--- config.mk ---
export PLATFORM = sky130hd
export DESIGN_NAME = subword_mem_adapter
export DESIGN_NICKNAME = d
export VERILOG_FILES = /design/src/rtl/mem_adapter_pkg.sv /design/src/rtl/subword_mem_adapter_lane_merge.sv /design/src/rtl/subword_mem_adapter.sv
export SDC_FILE = /design/constraint.sdc
export NUM_CORES = 1
export LEC_CHECK = 0
export CORE_MARGIN = 8
export CORE_UTILIZATION = 40
export CTS_CLUSTER_DIAMETER = 120
export DETAILED_ROUTE_END_ITERATION = 8
export PLACE_DENSITY = 0.72
export REMOVE_ABC_BUFFERS = 1
export SLEW_MARGIN = 10
export SYNTH_ARGS = -nofsm -noshare
export SYNTH_HDL_FRONTEND = slang
export SYNTH_SLANG_ARGS = --single-unit
export TNS_END_PERCENT = 5
--- constraint.sdc ---
create_clock -name clk -period 2.3 [get_ports clk]
set_input_delay 0.46 -clock clk [delete_from_list [all_inputs] [get_ports clk]]
set_output_delay 0.46 -clock clk [all_outputs]
set_load 0.02 [all_outputs]
--- src/rtl/mem_adapter_pkg.sv ---
// Shared size codes, FSM states and request-classification helpers for the
// sub-word memory adapter.
package mem_adapter_pkg;

    typedef enum logic [1:0] {
        SZ_BYTE = 2'b00,
        SZ_HALF = 2'b01,
        SZ_WORD = 2'b10,
        SZ_ILL  = 2'b11
    } size_e;

    typedef enum logic [1:0] {
        ST_IDLE  = 2'b00,
        ST_READ  = 2'b01,
        ST_WRITE = 2'b10,
        ST_RESP  = 2'b11
    } state_e;

    // Illegal size always errors; misalignment errors only when trapping.
    function automatic logic req_is_err(input size_e size, input logic [1:0] addr_lo,
                                        input logic trap);
        logic err;
        err = 1'b0;
        case (size)
            SZ_BYTE: err = 1'b0;
            SZ_HALF: err = trap & addr_lo[0];
            SZ_WORD: err = trap & (addr_lo != 2'b00);
            default: err = 1'b1;
        endcase
        return err;
    endfunction

    // Force the low address bits onto the natural boundary of the access size.
    function automatic logic [1:0] align_lo(input size_e size, input logic [1:0] addr_lo);
        logic [1:0] lo;
        lo = addr_lo;
        case (size)
            SZ_BYTE: lo = addr_lo;
            SZ_HALF: lo = {addr_lo[1], 1'b0};
            SZ_WORD: lo = 2'b00;
            default: lo = addr_lo;
        endcase
        return lo;
    endfunction

endpackage

--- src/rtl/subword_mem_adapter_lane_merge.sv ---
// Combinational lane logic: extracts and extends load data from a DM word,
// and merges store data into the selected byte/half lane of a DM word.
module lane_merge
    import mem_adapter_pkg::*;
(
    input  logic [31:0] word_i,
    input  logic [1:0]  addr_lo_i,
    input  size_e       size_i,
    input  logic        signed_i,
    input  logic [31:0] wdata_i,
    output logic [31:0] load_data_o,
    output logic [31:0] store_data_o
);

    logic [7:0]  byte_s;
    logic [15:0] half_s;

    // Select the addressed byte and halfword lanes (little-endian).
    always_comb begin
        byte_s = 8'h00;
        case (addr_lo_i)
            2'b00:   byte_s = word_i[7:0];
            2'b01:   byte_s = word_i[15:8];
            2'b10:   byte_s = word_i[23:16];
            2'b11:   byte_s = word_i[31:24];
            default: byte_s = 8'h00;
        endcase
        if (addr_lo_i[1]) begin
            half_s = word_i[31:16];
        end else begin
            half_s = word_i[15:0];
        end
    end

    // Extend the selected lane to 32 bits for loads.
    always_comb begin
        load_data_o = 32'h0000_0000;
        case (size_i)
            SZ_BYTE: load_data_o = {{24{signed_i & byte_s[7]}}, byte_s};
            SZ_HALF: load_data_o = {{16{signed_i & half_s[15]}}, half_s};
            SZ_WORD: load_data_o = word_i;
            default: load_data_o = 32'h0000_0000;
        endcase
    end

    // Replace the selected lane(s) of the read word with store data.
    always_comb begin
        store_data_o = word_i;
        case (size_i)
            SZ_BYTE: begin
                case (addr_lo_i)
                    2'b00:   store_data_o[7:0]   = wdata_i[7:0];
                    2'b01:   store_data_o[15:8]  = wdata_i[7:0];
                    2'b10:   store_data_o[23:16] = wdata_i[7:0];
                    2'b11:   store_data_o[31:24] = wdata_i[7:0];
                    default: store_data_o        = word_i;
                endcase
            end
            SZ_HALF: begin
                if (addr_lo_i[1]) begin
                    store_data_o[31:16] = wdata_i[15:0];
                end else begin
                    store_data_o[15:0] = wdata_i[15:0];
                end
            end
            SZ_WORD: store_data_o = wdata_i;
            default: store_data_o = word_i;
        endcase
    end

endmodule

--- src/rtl/subword_mem_adapter.sv ---
// Load/store adapter: converts byte/half/word requests into word-only DM
// accesses, with read-modify-write for sub-word stores.
module subword_mem_adapter
    import mem_adapter_pkg::*;
#(
    parameter int ADDR_W        = 32,
    parameter bit MISALIGN_TRAP = 1'b1
) (
    input  logic              clk,
    input  logic              reset,
    input  logic              req_valid,
    output logic              req_ready,
    input  logic              req_write,
    input  logic [1:0]        req_size,
    input  logic              req_signed,
    input  logic [ADDR_W-1:0] req_addr,
    input  logic [31:0]       req_wdata,
    output logic              resp_valid,
    output logic [31:0]       resp_rdata,
    output logic              resp_err,
    output logic [ADDR_W-1:0] dm_addr,
    input  logic [31:0]       dm_readdata,
    output logic [31:0]       dm_writedata,
    output logic              dm_we
);

    state_e            state_q;
    logic              req_ready_q;
    logic              write_q;
    size_e             size_q;
    logic              signed_q;
    logic [1:0]        addr_lo_q;
    logic [31:0]       wdata_q;
    logic              resp_valid_q;
    logic [31:0]       resp_rdata_q;
    logic              resp_err_q;
    logic [ADDR_W-1:0] dm_addr_q;
    logic [31:0]       dm_writedata_q;
    logic              dm_we_q;

    size_e             req_size_s;
    logic              req_err_s;
    logic [1:0]        req_lo_d;
    logic [31:0]       load_data_s;
    logic [31:0]       store_data_s;

    // Classify the incoming request and compute its aligned low address bits.
    always_comb begin
        req_size_s = size_e'(req_size);
        req_err_s  = req_is_err(req_size_s, req_addr[1:0], MISALIGN_TRAP);
        req_lo_d   = align_lo(req_size_s, req_addr[1:0]);
    end

    lane_merge u_lane_merge (
        .word_i       (dm_readdata),
        .addr_lo_i    (addr_lo_q),
        .size_i       (size_q),
        .signed_i     (signed_q),
        .wdata_i      (wdata_q),
        .load_data_o  (load_data_s),
        .store_data_o (store_data_s)
    );

    // Transaction FSM with request capture, DM drive and response registers.
    always_ff @(posedge clk) begin
        if (reset) begin
            state_q        <= ST_IDLE;
            req_ready_q    <= 1'b1;
            write_q        <= 1'b0;
            size_q         <= SZ_BYTE;
            signed_q       <= 1'b0;
            addr_lo_q      <= 2'b00;
            wdata_q        <= 32'h0000_0000;
            resp_valid_q   <= 1'b0;
            resp_rdata_q   <= 32'h0000_0000;
            resp_err_q     <= 1'b0;
            dm_addr_q      <= {ADDR_W{1'b0}};
            dm_writedata_q <= 32'h0000_0000;
            dm_we_q        <= 1'b0;
        end else begin
            case (state_q)
                ST_IDLE: begin
                    resp_valid_q <= 1'b0;
                    dm_we_q      <= 1'b0;
                    if (req_valid) begin
                        req_ready_q <= 1'b0;
                        write_q     <= req_write;
                        size_q      <= req_size_s;
                        signed_q    <= req_signed;
                        addr_lo_q   <= req_lo_d;
                        wdata_q     <= req_wdata;
                        if (req_err_s) begin
                            // Error: answer next cycle without touching DM.
                            state_q      <= ST_RESP;
                            resp_valid_q <= 1'b1;
                            resp_err_q   <= 1'b1;
                            resp_rdata_q <= 32'h0000_0000;
                        end else begin
                            dm_addr_q <= {req_addr[ADDR_W-1:2], 2'b00};
                            if (req_write && (req_size_s == SZ_WORD)) begin
                                state_q        <= ST_WRITE;
                                dm_writedata_q <= req_wdata;
                                dm_we_q        <= 1'b1;
                            end else begin
                                state_q <= ST_READ;
                            end
                        end
                    end else begin
                        state_q <= ST_IDLE;
                    end
                end
                ST_READ: begin
                    if (write_q) begin
                        // Sub-word store: merge into the word just read.
                        state_q        <= ST_WRITE;
                        dm_writedata_q <= store_data_s;
                        dm_we_q        <= 1'b1;
                    end else begin
                        state_q      <= ST_RESP;
                        resp_valid_q <= 1'b1;
                        resp_err_q   <= 1'b0;
                        resp_rdata_q <= load_data_s;
                    end
                end
                ST_WRITE: begin
                    state_q      <= ST_RESP;
                    dm_we_q      <= 1'b0;
                    resp_valid_q <= 1'b1;
                    resp_err_q   <= 1'b0;
                    resp_rdata_q <= 32'h0000_0000;
                end
                ST_RESP: begin
                    state_q      <= ST_IDLE;
                    resp_valid_q <= 1'b0;
                    dm_we_q      <= 1'b0;
                    req_ready_q  <= 1'b1;
                end
                default: begin
                    state_q      <= ST_IDLE;
                    resp_valid_q <= 1'b0;
                    dm_we_q      <= 1'b0;
                    req_ready_q  <= 1'b1;
                end
            endcase
        end
    end

    assign req_ready    = req_ready_q;
    assign resp_valid   = resp_valid_q;
    assign resp_rdata   = resp_rdata_q;
    assign resp_err     = resp_err_q;
    assign dm_addr      = dm_addr_q;
    assign dm_writedata = dm_writedata_q;
    assign dm_we        = dm_we_q;

endmodule

==> reports/qor.yml <==
floorplan:
  std_cell_rows: 48
  initial_utilization_pct: 40.2
  core_sq_um: 17100
  boundaryPins: 203
  die_w_um: 147
  die_y_um: 147
  dieArea_sq_um: 21600
worst_setup_path:
  max_stage_delay_ns: 0.47
  rrSetupSlack_ns: 0.14
  crit_chain: "clkdlybuf4s50_1, inv_1, ha_1, a21oi_1, o211a_1, or3_1, a21oi_4, a32o_1"
  cp-start-kind: "input port"
  rr_endpoint: "resp_rdata[8]$_SDFFE_PP0P_"
  cpMaxStageDelayCell: "clkdlybuf4s50_1"
  crit_buf_inv: 2
  crit_type: "in -> reg"
  worstPathRequired_ns: 2.66
  crit_family: "compound AO/OA/AOI/OAI gates"
  rr_startpoint: "state_q[0]$_SDFF_PP0_"
  crit_arrival_ns: 2.58
  cp_max_fo: 9
  endpoint_kind: "flop"
  ff2ff_path_depth: 7
logic_synthesis:
  netlist.top_cell.by_area: "dfxtp_1"
  synth_cell_types: 61
  synth_warnings: 0
  syn_inst: 865
  synthTopCellsByArea: "dfxtp_1 (40%), nand2_1 (10%), a21oi_1 (8.5%), nor2_1 (3.2%), a221oi_1 (3.1%)"
  syn_area_sq_um: 6860
  ys_seq_area_share_pct: 40.3
  yosys_most_used_dff: "dfxtp_1"
  synth_top_area_share_pct: 40.3
  syn_avg_cell_area_sq_um: 7.93
  synth_edf_count: 0
  synthArstFlopShare_pct: 0
  ys_ff_latch: 138
clock_tree:
  cts-buffers-inserted: 17
  cts_tree: "built"
  clk_pin_slew_ns: 0.05
  clk_latency_ns: 0.43
  cts_root_buf: "clkbuf_16"
  clkSinkCount: 138
  cts_buffer_depth: 2
  cts.htree.levels: 4
timing:
  fmax_ghz: 0.451
  layout_min_cycle_time_ns: 2.22
  hold_viol: 0
  drv_slew: 0
  setup_viol: 0
  maxSlewHeadroom_pct: 54.1
  setup_ws_ns: 0.0826
  period_share_pct: 96.4
  holdWs_ns: 0.451
  skew_ns: 0.00964
  worstMarginPinSlew_ns: 0.687
  grt_setup_unrepaired: "no"
layout:
  layout_common_cells: "clkdlybuf4s50_1 (199), nand2_1 (183), dfxtp_1 (137), a21oi_1 (117), buf_4 (60)"
  final_cell_count_no_fill: 1306
  final_area_sq_um: 9950
  final_common_cell: "clkdlybuf4s50_1"
  num_antenna_cells: 0
  finalNetCount: 1181
  layout-drive-gt1-share_pct: 11.1
  area_growth_pct: 45.0
routing:
  wirelength_um: 25500
  firstDrtPassIters: 5
  ant_nets: 0
  vias: 7386
  routedWlPerCell_um: 19.6
  drt_iter0_markers: 727
  drc: 0
  viasPerCell: 5.66
place:
  gp_congestion: 0.919
  pre_cts_ws_ns: -0.331
  dp.cells: 1275
  dpl-instance-area_sq_um: 9340
  hpwl_um: 18700
  port_buffers: 200
grt:
  antenna_found_initial: 1
  grt_start_max_net_pins: 68
  grt_util_all_layers_pct: 22.8
  grt_pass1_vias: 7006
  gr-total-overflow: 0
  grt_pass1_wl_um: 39200
power_and_ir_drop:
  p_per_area_nw_per_um2: 841
  vdd_drop_max_mv: 0.552
  leakagePower_nw: 3.56
hold_path:
  min-delay-start: "dm_addr[20]$_SDFFE_PP0P_"
  hold_end: "dm_addr[20]$_SDFFE_PP0P_"
  whs_path_depth: 2
  hold_path_class: "reg -> reg"
status:
  outcome: "completed"
flow_run:
  maxCapViolCount: 0
power breakdown:
| part | total [mW] | internal, mW | switching [mW] |
|---|---|---|---|
| logic | 2.67 | 1.17 | 1.50 |
| registers | 2.89 | 2.68 | 0.210 |
| clock network | 2.81 | 1.80 | 1.01 |
metal layers:
metal | GRT usage (%) | part of all wire (%)
met1 | 28.4 | 42
met2 | 37.6 | 48
met3 | 5.66 | 8.3
met4 | 7.60 | 2.1
met5 | 0 | 0.051
cell families (layout without fill, tap and decap cells):
| kind of cell | count (synthesis) | after routing | share of synthesized area (%) |
|---|---|---|---|
| flip-flops | 138 | 138 | 40.3 |
| AO/OA/AOI/OAI | 294 | 294 | 30.5 |
| other | 1 | 2 | 0.0546 |
| adder cells (fa/ha/maj) | 8 | 8 | 1.46 |
| multiplexers | 10 | 10 | 1.50 |
| AND/OR/NAND/NOR | 319 | 319 | 20.2 |
| buffers and inverters | 95 | 310 | 6.02 |
synth_stat cells (3+ instances only):
library cell	n
dfxtp_1	138
a31oi_1	8
o2bb2ai_2	10
nor3_1	9
and2_1	5
o211ai_1	10
a221oi_1	24
a32oi_1	8
buf_4	3
nor2_1	59
nor2b_1	12
a21oi_1	117
o2bb2ai_1	13
buf_2	15
nand3b_1	14
o41ai_1	5
o21ai_0	26
a32o_1	11
ha_1	8
nand2b_1	6
nand2_1	183
clkbuf_1	50
buf_1	8
a211oi_1	26
mux2i_1	8
a221o_1	7
inv_1	15
o22ai_1	3
nand3_1	23
state kept, by name, indices dropped and copies added (netlist names):
signal,count
resp_err,1
resp_valid,1
dm_we,1
wdata_q,32
dm_addr,30
resp_rdata,32
signed_q,1
write_q,1
state_q,2
dm_writedata,32
addr_lo_q,2
size_q,2
req_ready,1
worst max path at each step:
stage	startpoint	to	slack [ns]	cells after the start
6_report	req_size[0]	resp_rdata[8]$_SDFFE_PP0P_	0.08	8
5_1_grt	req_size[1]	resp_rdata[10]$_SDFFE_PP0P_	0.01	7
4_1_cts	req_size[0]	dm_writedata[26]$_SDFFE_PP0P_	0.07	9
3_5_place_dp	req_size[0]	dm_writedata[24]$_SDFFE_PP0P_	-0.33	9
3_3_place_gp	req_size[0]	dm_writedata[24]$_SDFFE_PP0P_	-0.28	9
2_1_floorplan	state_q[1]$_SDFF_PP0_	resp_rdata[7]$_SDFFE_PP0P_	-1.43	5
worst register-to-register path, stage by stage, from the launching register on:
cell      delay (ns)
dfxtp_1         0.33
inv_1           0.10
ha_1            0.31
o211ai_1        0.13
o211a_1         0.25
or3_1           0.43
a21oi_4         0.33
a32o_1          0.22
final cells by class:
| cell class | count | area (sq um) |
|---|---|---|
| Tap cell | 225 | 282 |
| Multi-Input combinational cell | 633 | 3700 |
| Fill cell | 1571 | 7100 |
| Inverter | 16 | 60.1 |
| Clock inverter | 7 | 115 |
| Timing Repair Buffer | 264 | 2540 |
| Clock buffer | 23 | 488 |
| Sequential cell | 138 | 2760 |
metrics by stage:
step / total power, mW / TNS [ns] / util (%)
after CTS: 8.39 / 0 / 58.3
final: 8.37 / 0 / 58.3
after global placement: 5.53 / -12.52 / 54.8
after floorplan: 4.24 / -99.33 / -
after detailed placement: 5.57 / -18.56 / 54.8
after global routing: 8.76 / 0 / 58.3
repair_timing:
item | in CTS | in global routing
endpoints found under the setup margin | 0 | 19
hold buffers | 0 | 0
buffers inserted | 0 | 1
gates resized for setup | 0 | 0
Note: power is estimated with default switching activity, not from simulation.
